--- config.mk ---
export PLATFORM = sky130hd
export DESIGN_NAME = clk_div_monitor
export DESIGN_NICKNAME = d
export VERILOG_FILES = /design/src/rtl/clk_mon_pkg.sv /design/src/rtl/clk_mon_edge_det.sv /design/src/rtl/clk_div_monitor.sv
export SDC_FILE = /design/constraint.sdc
export NUM_CORES = 1
export LEC_CHECK = 0
export ABC_AREA = 1
export ABC_CLOCK_PERIOD_IN_PS = 5330
export BUFFER_PORTS_ARGS = -buffer_cell sky130_fd_sc_hd__buf_4
export CAP_MARGIN = 20
export CELL_PAD_IN_SITES_DETAIL_PLACEMENT = 0
export CELL_PAD_IN_SITES_GLOBAL_PLACEMENT = 1
export CORE_MARGIN = 2
export CORE_UTILIZATION = 43
export CTS_CLUSTER_DIAMETER = 200
export DETAILED_ROUTE_END_ITERATION = 16
export GPL_TIMING_DRIVEN = 1
export HOLD_SLACK_MARGIN = 0.1
export PLACE_DENSITY = 0.89
export SLEW_MARGIN = 20
export SYNTH_ARGS = -nofsm -noshare
export SYNTH_HDL_FRONTEND = slang
export SYNTH_SLANG_ARGS = --single-unit
--- constraint.sdc ---
create_clock -name clk -period 5.33 [get_ports clk]
set_input_delay 0.7995 -clock clk [delete_from_list [all_inputs] [get_ports clk]]
set_output_delay 0.7995 -clock clk [all_outputs]
set_load 0.01 [all_outputs]
--- src/rtl/clk_mon_pkg.sv ---
// Shared definitions for the divided-clock monitor: FSM state encoding,
// default parameter values and the saturating counter increment.
package clk_mon_pkg;

   localparam int N_DEFAULT       = 4;
   localparam int CNT_W_DEFAULT   = 16;
   localparam int TIMEOUT_DEFAULT = 1024;

   typedef enum logic [1:0] {
      IDLE = 2'd0,
      SYNC = 2'd1,
      HIGH = 2'd2,
      LOW  = 2'd3
   } state_t;

   // Increment that sticks at the all-ones value of a width-bit counter.
   function automatic logic [31:0] CNT_SAT(input logic [31:0] value, input int unsigned width);
      logic [31:0] max_val;
      max_val = (width >= 32) ? 32'hFFFF_FFFF : ((32'd1 << width) - 32'd1);
      return (value >= max_val) ? max_val : (value + 32'd1);
   endfunction

endpackage

--- src/rtl/clk_mon_edge_det.sv ---
// Edge detector for the divided clock: one-cycle delayed copy of div_in
// and combinational rise/fall pulses against it.
module clk_mon_edge_det (
   input  logic clk,
   input  logic rst_n,
   input  logic div_in,
   output logic rise,
   output logic fall
);

   logic div_q;

   always_ff @(posedge clk) begin
      if (!rst_n)
         div_q <= 1'b0;
      else
         div_q <= div_in;
   end

   assign rise = div_in & ~div_q;
   assign fall = ~div_in & div_q;

endmodule

--- src/rtl/clk_div_monitor.sv ---
// Divided-clock monitor: measures period and high time of div_in in clk cycles and
// reports each result over valid/ready. Define CLK_MON_STATS_EN for err/overrun statistics.
module clk_div_monitor
   import clk_mon_pkg::*;
#(
   parameter int N       = N_DEFAULT,
   parameter int CNT_W   = CNT_W_DEFAULT,
   parameter int TIMEOUT = TIMEOUT_DEFAULT
) (
   input  logic             clk,
   input  logic             rst_n,
   input  logic             en,
   input  logic             div_in,
   output logic             meas_valid,
   input  logic             meas_ready,
   output logic [CNT_W-1:0] meas_period,
   output logic [CNT_W-1:0] meas_high,
   output logic             ratio_err,
   output logic             timeout,
   output logic [7:0]       err_count,
   output logic [7:0]       overrun_cnt
);

   localparam logic [CNT_W-1:0] N_VAL    = CNT_W'(N);
   localparam logic [CNT_W-1:0] HALF_VAL = CNT_W'(N / 2);
   localparam logic [CNT_W-1:0] TO_VAL   = CNT_W'(TIMEOUT);
   localparam logic [CNT_W-1:0] ONE      = CNT_W'(1);

   state_t           state;
   logic [CNT_W-1:0] cnt;
   logic [CNT_W-1:0] hi;
   logic [CNT_W-1:0] cnt_inc;
   logic [CNT_W-1:0] res_period;
   logic [CNT_W-1:0] res_high;
   logic             rise;
   logic             fall;
   logic             stall;
   logic             complete;
   logic             glitch;
   logic             res_err;
   logic             drop;

   clk_mon_edge_det u_edge_det (
      .clk    (clk),
      .rst_n  (rst_n),
      .div_in (div_in),
      .rise   (rise),
      .fall   (fall)
   );

   assign cnt_inc = CNT_W'(CNT_SAT(32'(cnt), CNT_W));
   assign stall   = (cnt_inc == TO_VAL);
   assign drop    = complete & meas_valid & ~meas_ready;

   // A rise closes the period; seen in HIGH it means the fall went missing.
   always_comb begin
      complete   = 1'b0;
      glitch     = 1'b0;
      res_period = cnt;
      res_high   = hi;
      if (en && rise) begin
         if (state == HIGH) begin
            complete = 1'b1;
            glitch   = 1'b1;
            res_high = cnt;
         end else if (state == LOW) begin
            complete = 1'b1;
         end
      end
      res_err = glitch | (res_period != N_VAL) | (res_high != HALF_VAL);
   end

   always_ff @(posedge clk) begin
      if (!rst_n) begin
         state       <= IDLE;
         cnt         <= '0;
         hi          <= '0;
         timeout     <= 1'b0;
         meas_valid  <= 1'b0;
         meas_period <= '0;
         meas_high   <= '0;
         ratio_err   <= 1'b0;
      end else begin
         if (!en) begin
            state   <= IDLE;
            cnt     <= '0;
            hi      <= '0;
            timeout <= 1'b0;
         end else begin
            case (state)
               IDLE: begin
                  state <= SYNC;
                  cnt   <= '0;
                  hi    <= '0;
               end
               SYNC: begin
                  if (rise) begin
                     state <= HIGH;
                     cnt   <= ONE;
                  end else if (stall) begin
                     timeout <= 1'b1;
                     cnt     <= '0;
                  end else begin
                     cnt <= cnt_inc;
                  end
               end
               HIGH: begin
                  if (rise) begin
                     cnt <= ONE;
                  end else if (fall) begin
                     hi    <= cnt;
                     state <= LOW;
                     cnt   <= cnt_inc;
                  end else if (stall) begin
                     timeout <= 1'b1;
                     state   <= SYNC;
                     cnt     <= '0;
                     hi      <= '0;
                  end else begin
                     cnt <= cnt_inc;
                  end
               end
               LOW: begin
                  if (rise) begin
                     state <= HIGH;
                     cnt   <= ONE;
                  end else if (stall) begin
                     timeout <= 1'b1;
                     state   <= SYNC;
                     cnt     <= '0;
                     hi      <= '0;
                  end else begin
                     cnt <= cnt_inc;
                  end
               end
               default: state <= IDLE;
            endcase
         end

         // An accept in the completion cycle frees the slot, so nothing is dropped.
         if (complete && !drop) begin
            meas_valid  <= 1'b1;
            meas_period <= res_period;
            meas_high   <= res_high;
            ratio_err   <= res_err;
         end else if (meas_valid && meas_ready) begin
            meas_valid <= 1'b0;
         end
      end
   end

`ifdef CLK_MON_STATS_EN
   always_ff @(posedge clk) begin
      if (!rst_n) begin
         err_count   <= '0;
         overrun_cnt <= '0;
      end else begin
         if (complete && res_err)
            err_count <= 8'(CNT_SAT(32'(err_count), 8));
         if (drop)
            overrun_cnt <= 8'(CNT_SAT(32'(overrun_cnt), 8));
      end
   end
`else
   assign err_count   = '0;
   assign overrun_cnt = '0;
`endif

endmodule
**Word level (Yosys, flattened, before mapping)**

Cells that the tools add are included.

- Register bits after elaboration: 70

- Add/subtract/negate cells: 1
- $lt $le $gt $ge: 1
- Equal/unequal tests: 11
- Multiplexer cells: 31
- Bitwise logic cells: 9
- Reduce and logical (&&, ||, !) cells: 13

Operators with widths:

| operator | count |
|---|---|
| 16-bit two-way mux | 11 |
| 16-bit one-hot mux with 3 select lines | 2 |
| 16-bit by 1-bit adder with 16-bit output (second input constant) | 1 |
| 16-bit by 11-bit equality test with 1-bit output (second input constant) | 1 |
| 16-bit >= comparator (second input constant) | 1 |
| 16-bit by 2-bit != test with 1-bit output (second input constant) | 1 |
| 16-bit by 3-bit != test with 1-bit output (second input constant) | 1 |
| 1-bit two-way mux | 11 |
| 2-bit two-way mux | 5 |
| 2-bit != test (second input constant) | 5 |
| 2-bit one-hot mux with 4 select lines | 1 |
| 1-bit bitwise AND | 4 |
| 2-bit equality test (second input constant) | 2 |
| 2-bit AND reduction | 2 |
| 4-bit AND reduction | 1 |
| 2-bit nonzero test | 2 |
| 1-bit logical AND | 3 |
| 1-bit NOT | 3 |
| 3-bit AND reduction | 1 |
| 3-bit nonzero test | 1 |
| 2-bit by 1-bit equality test with 1-bit output (second input constant) | 1 |
| 2-bit zero test | 1 |
| 1-bit OR | 2 |
| 1-bit one-hot mux with 2 select lines | 1 |
| 2 further kinds | 2 |

**Logic depth before layout (Yosys ltp)**

Gate-level depths: netlist of the first run.

- Depth after elaboration: 9
- Depth in mapped cells: 15
- Gate-level depth less buffers: 14

**Modules after synthesis**

Synthesis of the first run repeated with hierarchy kept, for this count alone.

- Cells, all modules: 571
- Area, all modules: 3851.2 um^2

Modules (own cells, without submodules):

| module | times used | cells an instance | area an instance (um^2) | sequential area each (um^2) |
|---|---|---|---|---|
| clk_div_monitor | 1 | 564 | 3806.2 | 1381.3 |
| clk_mon_edge_det | 1 | 7 | 45.0 | 20.0 |

**Worst setup path after synthesis of the first run**

Ideal clock, no wire load.

- Path type: input-to-reg
- Start: in div_in
- End: reg ratio_err
- Setup time: 0.117 ns
- Data arrival time: 2.057 ns
- Data required time: 5.213 ns
- Slack: 3.156 ns
- Cell stages on the path: 14
- Path buffers: 1
- Cells stage by stage: nand2_1 > inv_1 > nand2_1 > nor2_1 > nand2_1 > inv_1 > buf_2 > nand2_1 > o21ai_0 > nand2_1 > nor3_1 > nand2_1 > nor2_1 > nor2_1

- Longest elaborated chain between the ends: 7

RTL lines:

| what | RTL line | RTL |
|---|---|---|
| from (decl) | clk_div_monitor.sv:13 | `input logic div_in,` |
| 1-bit bitwise AND * | clk_mon_edge_det.sv:20 | `assign rise = div_in & ~div_q;` |
| 1-bit logical AND * | clk_div_monitor.sv:61 | `if (en && rise) begin` |
| parallel branches: the longest is 5 deep, another holds 16-bit two-way mux | - |  |
| to (signal assigned) | clk_div_monitor.sv:145 | `ratio_err <= res_err;` |
| to (decl) | clk_div_monitor.sv:18 | `output logic ratio_err,` |

Mark *: on every way between the ends.
A chain may end at the register's enable or synchronous reset.

**Final worst setup path of the first run**

- Start: reg cnt[1]
- End: reg cnt[3]

- Longest elaborated chain between the ends: 7

RTL lines:

| what | RTL line | RTL |
|---|---|---|
| from (decl) | clk_div_monitor.sv:30 | `logic [CNT_W-1:0] cnt;` |
| from (signal assigned) | clk_div_monitor.sv:104 | `cnt <= cnt_inc;` |
| from (signal assigned) | clk_div_monitor.sv:113 | `cnt <= cnt_inc;` |
| from (signal assigned) | clk_div_monitor.sv:120 | `cnt <= cnt_inc;` |
| 16-bit by 1-bit adder with 16-bit output / 16-bit >= comparator (equally long branches) | clk_mon_pkg.sv:20 | `return (value >= max_val) ? max_val : (value + 32'd1);` |
| 16-bit two-way mux * | clk_mon_pkg.sv:20 |  |
| 16-bit by 11-bit equality test with 1-bit output | clk_div_monitor.sv:52 | `assign stall = (cnt_inc == TO_VAL);` |
| 16-bit two-way mux | clk_div_monitor.sv:100, clk_div_monitor.sv:114, clk_div_monitor.sv:127 |  |
| 16-bit two-way mux | clk_div_monitor.sv:110 | `end else if (fall) begin` |
| 16-bit two-way mux | clk_div_monitor.sv:108 | `if (rise) begin` |
| 16-bit one-hot mux with 3 select lines * | clk_div_monitor.sv:90 | `case (state)` |

Mark *: on every way between the ends. The rest lies on a longest branch, timed or not.

==> results of run 1 <==
[worst min-delay path: cells and delay by family (launching register included)]
family           cells  cell delay (ns)
AO/OA/AOI/OAI        1             0.05
flip-flops           1             0.34
AND/OR/NAND/NOR      1             0.05
[layout by cell type (no fill, tap or decap), types with 9 or more instances in the layout]
cell,count
buf_4,41
nor3_1,9
clkbuf_8,9
nor2_1,51
conb_1,16
a21oi_1,54
dfxtp_1,70
nand2_1,91
nand3_1,31
inv_1,68
o21ai_0,88
[cell type report]
cell class | instances | area (µm²) | area share (%)
repair buffers | 41 | 308 | 7.54
multi-input cells | 375 | 1760 | 43.0
clock inverters | 7 | 106 | 2.60
inverters | 68 | 255 | 6.25
flip-flops and latches | 70 | 1400 | 34.3
clock buffers | 9 | 124 | 3.03
well taps | 105 | 131 | 3.22
[logic make-up (layout without fill, tap and decap cells)]
family | after synthesis | count (layout) | share of synthesized area, %
simple gates | 198 | 198 | 23.2
compound gates | 158 | 158 | 23.1
buf+inv | 108 | 125 | 13.6
flops | 70 | 70 | 39.0
fa+ha+maj | 2 | 2 | 0.697
other cells | 1 | 16 | 0.104
xor+xnor | 1 | 1 | 0.244
[final timing paths]
| check | to | slack (ns) |
|---|---|---|
| worst min-delay path | timeout | 0.47 |
| worst max-delay path | cnt[3] | 2.69 |
| worst min register to register | timeout | 0.47 |
| worst max register to register | cnt[3] | 2.69 |
[per-stage QoR]
stage | hold slack (ns) | setup WS [ns]
floorplan | 0.461 | 3.16
global placement | 0.452 | 2.64
detailed placement | 0.452 | 2.51
CTS | 0.473 | 2.68
global route | 0.499 | 2.46
finish | 0.469 | 2.69
[flip-flops by register name, summed over array words and instances (netlist names)]
| name | count |
|---|---|
| meas_high | 16 |
| hi | 16 |
| meas_valid | 1 |
| timeout | 1 |
| cnt | 16 |
| ratio_err | 1 |
| u_edge_det.div_q | 1 |
| state | 2 |
| meas_period | 16 |
[cell usage after synthesis, drive strengths merged]
library cell and instances:
a31oi 1, conb 1, o21bai 1, dfxtp 70
a311oi 1, buf 25, nor3 9, nand4 8
nor4 1, o221ai 2, nor2 55, o211ai 5
ha 2, o21a 5, xnor2 1, o21ai 89
clkbuf 15, a21oi 54, inv 68, nand2 94
nand3 31
[metal layers]
metal / share of wire, % / vias up
met5: 0 / -
met1: 46 / 1659
met3: 5.5 / 32
met4: 2.9 / 0
met2: 46 / 118
li1: - / 1793
[where the power goes]
part	leakage, µW	switching, µW	total (µW)	internal [µW]
clock	0.000116	226	497	271
sequential	0.000565	5.72	535	529
combinational	0.00109	41.0	58.5	17.5
total	0.00177	273	1090	817
==> impl_metrics.csv, run 1 <==
group,metric,value,unit
run_status,status,"completed",
yosys,seq_area_frac_synth,39.0,%
clocking,clkLatencyLatePin,0.36,ns
critical_path,critPathBufInv,0,
grt,grt_pass1_wl,16500,µm
grt,grt_max_degree,57,
yosys,syn_avg_cell_area,6.67,µm²
floorplan,io_pins,56,
routing,drc,0,
clocking,ctsHtreeMaxLevel,3,
grt,busiest_layer,"met2",
sta,worst_pin_slew,0.828,ns
finish,syn_to_final_growth,13.7,%
place,dp.cells,659,
yosys,synth_warnings,0,
yosys,yosysUniqueCellTypes,27,
critical_path,worstPathArrival,2.88,ns
sta,setup_tns,0,ns
sta,grt_setup_unrepaired,"no",
sta,clock_skew,0.00539,ns
critical_path,cp-start-kind,"register",
floorplan,dieArea,9100,µm²
clocking,post_cts.repair.setup_buffers,0,
routing,totalWireLength,10300,µm
critical_path,cp_top_family,"simple AND/OR/NAND/NOR gates",
critical_path,cp_max_fo,15,
floorplan,die_w,95.4,µm
yosys,synthCells,538,
floorplan,die_h,95.4,µm
clocking,ctsHoldBuffers,0,
critical_path,r2r_start,"cnt[1]",
critical_path,r2r_cells,10,
yosys,synth_top_area_share,39.0,%
sta,finalHoldViolCount,0,
yosys,synthTopCellsByArea,"dfxtp_1, o21ai_0, nand2_1",
critical_path,endpoint_kind,"register",
yosys,yosys_register_bits,70,
place,portBuffers,39,
pwr,power,1090,µW
place,gp_congestion,0.938,
critical_path,slowest_stage,"dfxtp_1",
floorplan,start_util,43.9,%
clocking,root_buffer,"clkbuf_8",
routing,ant_nets,0,
sta,setup_viol,0,
finish,fin_util,50.0,%
clocking,clk_pin_slew,0.08,ns
clocking,cts_buffer_depth,2,
critical_path,worst-setup-path-type,"register to register",
finish,nets,572,
run,drv_cap,0,
routing,first_pass_iters,5,
grt,antenna_found_initial,0,
finish,finish.instance_area,4080,µm²
critical_path,worst-endpoint-required,5.57,ns
place,post_dp_cell_area,3850,µm²
floorplan,coreArea,8180,µm²
pwr,ir_drop,121,µV
worst_hold_path,hold_depth,2,
grt,grt_use_met2,36.6,%
clocking,cts_made_buffers,9,
pwr,power_density,267,nW/µm²
finish,final_layout_size_suffix_gt1_share,11.2,%
worst_hold_path,hp-class,"register to register",
sta,clock.fmax,0.379,GHz
critical_path,crit_path_cell_trace,"ha_1 > nand3_1 > nor2_2 > nand3_1 > nand3_1 > nand3_1 > nor2_2 > nand3_1 > nand2_2 > a21oi_1",
critical_path,max_stage_delay,0.50,ns
yosys,yosysTopAreaCell,"dfxtp_1",
critical_path,path_depth,10,
clocking,cts_num_sinks,70,
finish,fillers,852,
routing,avgViaCountPerCell,5.34,
worst_hold_path,hp-start,"timeout",
grt,grt_pass1_vias,3385,
routing,dr.first_iter.drc_count,357,
critical_path,startpoint,"cnt[1]",
clocking,cts_tree,"done",
grt,met1_usage,32.1,%
sta,fin_crit_sh,49.5,%
critical_path,cp_common_cell,"nand3_1",
pwr,power_leakage,0.00177,µW
sta,max_slew_margin,44.6,%
sta,fin_crit,2.64,ns
finish,num_antenna_cells,0,
sta,drv_slew,0,
grt,use_met3,4.82,%
clocking,ctsResizeCount,0,
grt,grt_use_total,23.7,%
routing,vias,3602,
yosys,syn_area,3590,µm²
place,dp.final_hpwl,7340,µm
grt,grt_overflow,0,
routing,wl_per_cell,15.2,µm
finish,final_cells,675,
floorplan,rows,33,
Power figures use the tool's default switching activity.
==> run 2, diff against run 1 <==
--- a/config.mk
+++ b/config.mk
@@ -6,18 +6,18 @@
 export NUM_CORES = 1
 export LEC_CHECK = 0
 export ABC_AREA = 1
-export ABC_CLOCK_PERIOD_IN_PS = 5330
+export ABC_CLOCK_PERIOD_IN_PS = 2700
 export BUFFER_PORTS_ARGS = -buffer_cell sky130_fd_sc_hd__buf_4
 export CAP_MARGIN = 20
 export CELL_PAD_IN_SITES_DETAIL_PLACEMENT = 0
 export CELL_PAD_IN_SITES_GLOBAL_PLACEMENT = 1
 export CORE_MARGIN = 2
-export CORE_UTILIZATION = 43
+export CORE_UTILIZATION = 40
 export CTS_CLUSTER_DIAMETER = 200
 export DETAILED_ROUTE_END_ITERATION = 16
 export GPL_TIMING_DRIVEN = 1
 export HOLD_SLACK_MARGIN = 0.1
-export PLACE_DENSITY = 0.89
+export PLACE_DENSITY = 0.84
 export SLEW_MARGIN = 20
 export SYNTH_ARGS = -nofsm -noshare
 export SYNTH_HDL_FRONTEND = slang
==> constraint.sdc (replaced) <==
create_clock -name clk -period 2.7 [get_ports clk]
set_input_delay 0.405 -clock clk [delete_from_list [all_inputs] [get_ports clk]]
set_output_delay 0.405 -clock clk [all_outputs]
set_load 0.01 [all_outputs]
==> impl_metrics.csv, run 2 (synthesis gave the netlist of run 1 again) <==
group,metric,value,unit
routing,ant_nets,0,
finish,fillers,971,
worst_hold_path,worst_hold_path.endpoint,"u_edge_det.div_q",
finish,syn_to_final_growth,14.8,%
critical_path,cp-start-kind,"register",
critical_path,worstPathArrival,2.69,ns
clocking,cts_tree,"done",
worst_hold_path,hp-class,"input port to register",
worst_hold_path,hold_depth,3,
sta,clock_skew,0.00951,ns
place,gp_congestion,0.962,
floorplan,io_pins,56,
place,dp.cells,666,
worst_hold_path,hp-start,"div_in",
routing,totalWireLength,10900,µm
critical_path,critPathBufInv,0,
grt,grt_max_degree,54,
floorplan,die_w,98.8,µm
floorplan,rows,34,
routing,drc,0,
sta,drv_slew,0,
sta,hold_slack,0.248,ns
sta,worst_pin_slew,0.721,ns
finish,num_antenna_cells,0,
finish,final_common_cell,"nand2_1",
critical_path,r2r_end,"cnt[3]",
sta,setup_viol,0,
sta,grt_setup_unrepaired,"no",
pwr,power_density,523,nW/µm²
clocking,ctsHoldBuffers,0,
sta,clock.fmax,0.407,GHz
routing,vias,3625,
pwr,power_leakage,0.00179,µW
run,drv_cap,0,
clocking,post_cts.repair.setup_buffers,0,
routing,dr.first_iter.drc_count,283,
sta,fin_crit,2.46,ns
grt,antenna_found_initial,0,
clocking,clkLatencyLatePin,0.36,ns
critical_path,slowest_stage,"dfxtp_2",
floorplan,coreArea,8720,µm²
grt,grt_use_total,22.9,%
finish,fin_util,47.3,%
routing,avgViaCountPerCell,5.32,
critical_path,worst-endpoint-required,2.93,ns
critical_path,worst-setup-path-type,"register to register",
clocking,cts_made_buffers,9,
finish,nets,576,
floorplan,start_util,41.2,%
critical_path,r2r_cells,10,
sta,finalHoldViolCount,0,
sta,setup_tns,0,ns
clocking,clk_pin_slew,0.08,ns
clocking,cts_num_sinks,70,
critical_path,endpoint_kind,"register",
critical_path,cp_common_cell,"nand3_1",
floorplan,die_h,98.8,µm
finish,final_cells,682,
grt,grt_pass1_vias,3403,
floorplan,dieArea,9750,µm²
critical_path,max_stage_delay,0.42,ns
sta,max_slew_margin,51.8,%
pwr,ir_drop,330,µV
clocking,root_buffer,"clkbuf_8",
routing,wl_per_cell,15.9,µm
finish,final_layout_size_suffix_gt1_share,12.0,%
place,dp.final_hpwl,7690,µm
critical_path,cp_max_fo,15,
sta,fin_crit_sh,91.1,%
clocking,ctsResizeCount,0,
clocking,cts_buffer_depth,2,
finish,layout_common_cells,"nand2_1, o21ai_0, dfxtp_1, inv_1, a21oi_1",
grt,grt_overflow,0,
place,portBuffers,39,
routing,first_pass_iters,7,
critical_path,crit_path_cell_trace,"ha_1 > nand3_1 > nor2_2 > nand3_1 > nand3_1 > nand3_1 > nor2_2 > nand3_1 > nand2_4 > a21oi_1",
critical_path,r2r_start,"cnt[1]",
clocking,ctsHtreeMaxLevel,3,
grt,grt_pass1_wl,17600,µm
run_status,status,"completed",
critical_path,cp_top_family,"simple AND/OR/NAND/NOR gates",
critical_path,r2r_slack,0.24,ns
run 2: cell count changes in the layout (fill, tap and decap cells not counted):
cell	before	now
clkinvlp_4	0	1
dfxtp_2	0	1
dfxtp_1	70	69
clkinv_4	3	2
nand2_4	0	1
nand2_2	3	2
buf_4	41	45
run 2: area by class of cell:
cell class / count / area (µm²) / area share (%)
repair buffers: 45 / 338 / 8.19
clock buffers: 9 / 124 / 3.00
flip-flops and latches: 70 / 1400 / 34.0
well taps: 108 / 135 / 3.28
multi-input cells: 375 / 1760 / 42.8
clock inverters: 7 / 105 / 2.55
inverters: 68 / 255 / 6.19
run 2: power breakdown:
group	internal, µW	switching, µW	total (µW)	leakage [µW]
clock network	533	450	983	0.000112
registers	1040	9.97	1050	0.000566
logic	35.2	82.2	117	0.00111
run 2: worst register-to-register path: stages, from the launching register on:
cell	delay [ns]
dfxtp_2	0.42
ha_1	0.26
nand3_1	0.17
nor2_2	0.23
nand3_1	0.24
nand3_1	0.21
nand3_1	0.10
nor2_2	0.17
nand3_1	0.22
nand2_4	0.24
a21oi_1	0.06
run 2: how the worst max path moves through the flow:
stage	startpoint	end	slack (ns)	cells past startpoint
floorplan	cnt[1]	cnt[7]	0.77	11
global placement	cnt[1]	cnt[6]	0.13	10
detailed placement	cnt[1]	cnt[11]	0.12	10
CTS	cnt[1]	cnt[3]	0.10	10
global route	cnt[0]	hi[7]	0.01	10
finish	cnt[1]	cnt[3]	0.24	10
run 2: per-stage QoR:
step           power [µW]  area (µm²)  setup slack, ns
3_3_place_gp         1190        3890            0.134
2_1_floorplan        1180        3650            0.775
5_1_grt              2230        4120           0.0131
6_report             2150        4120            0.241
4_1_cts              2170        4120            0.104
3_5_place_dp         1190        3890            0.120
run 2: routing by layer:
metal	track usage (%)	up-vias	wire (µm)	share of wire [%]
met5	0	-	0	0
met4	7.38	0	217	2.0
met3	4.54	19	719	6.6
met2	35.8	128	5110	47
met1	31.9	1677	4810	44
li1	-	1801	-	-
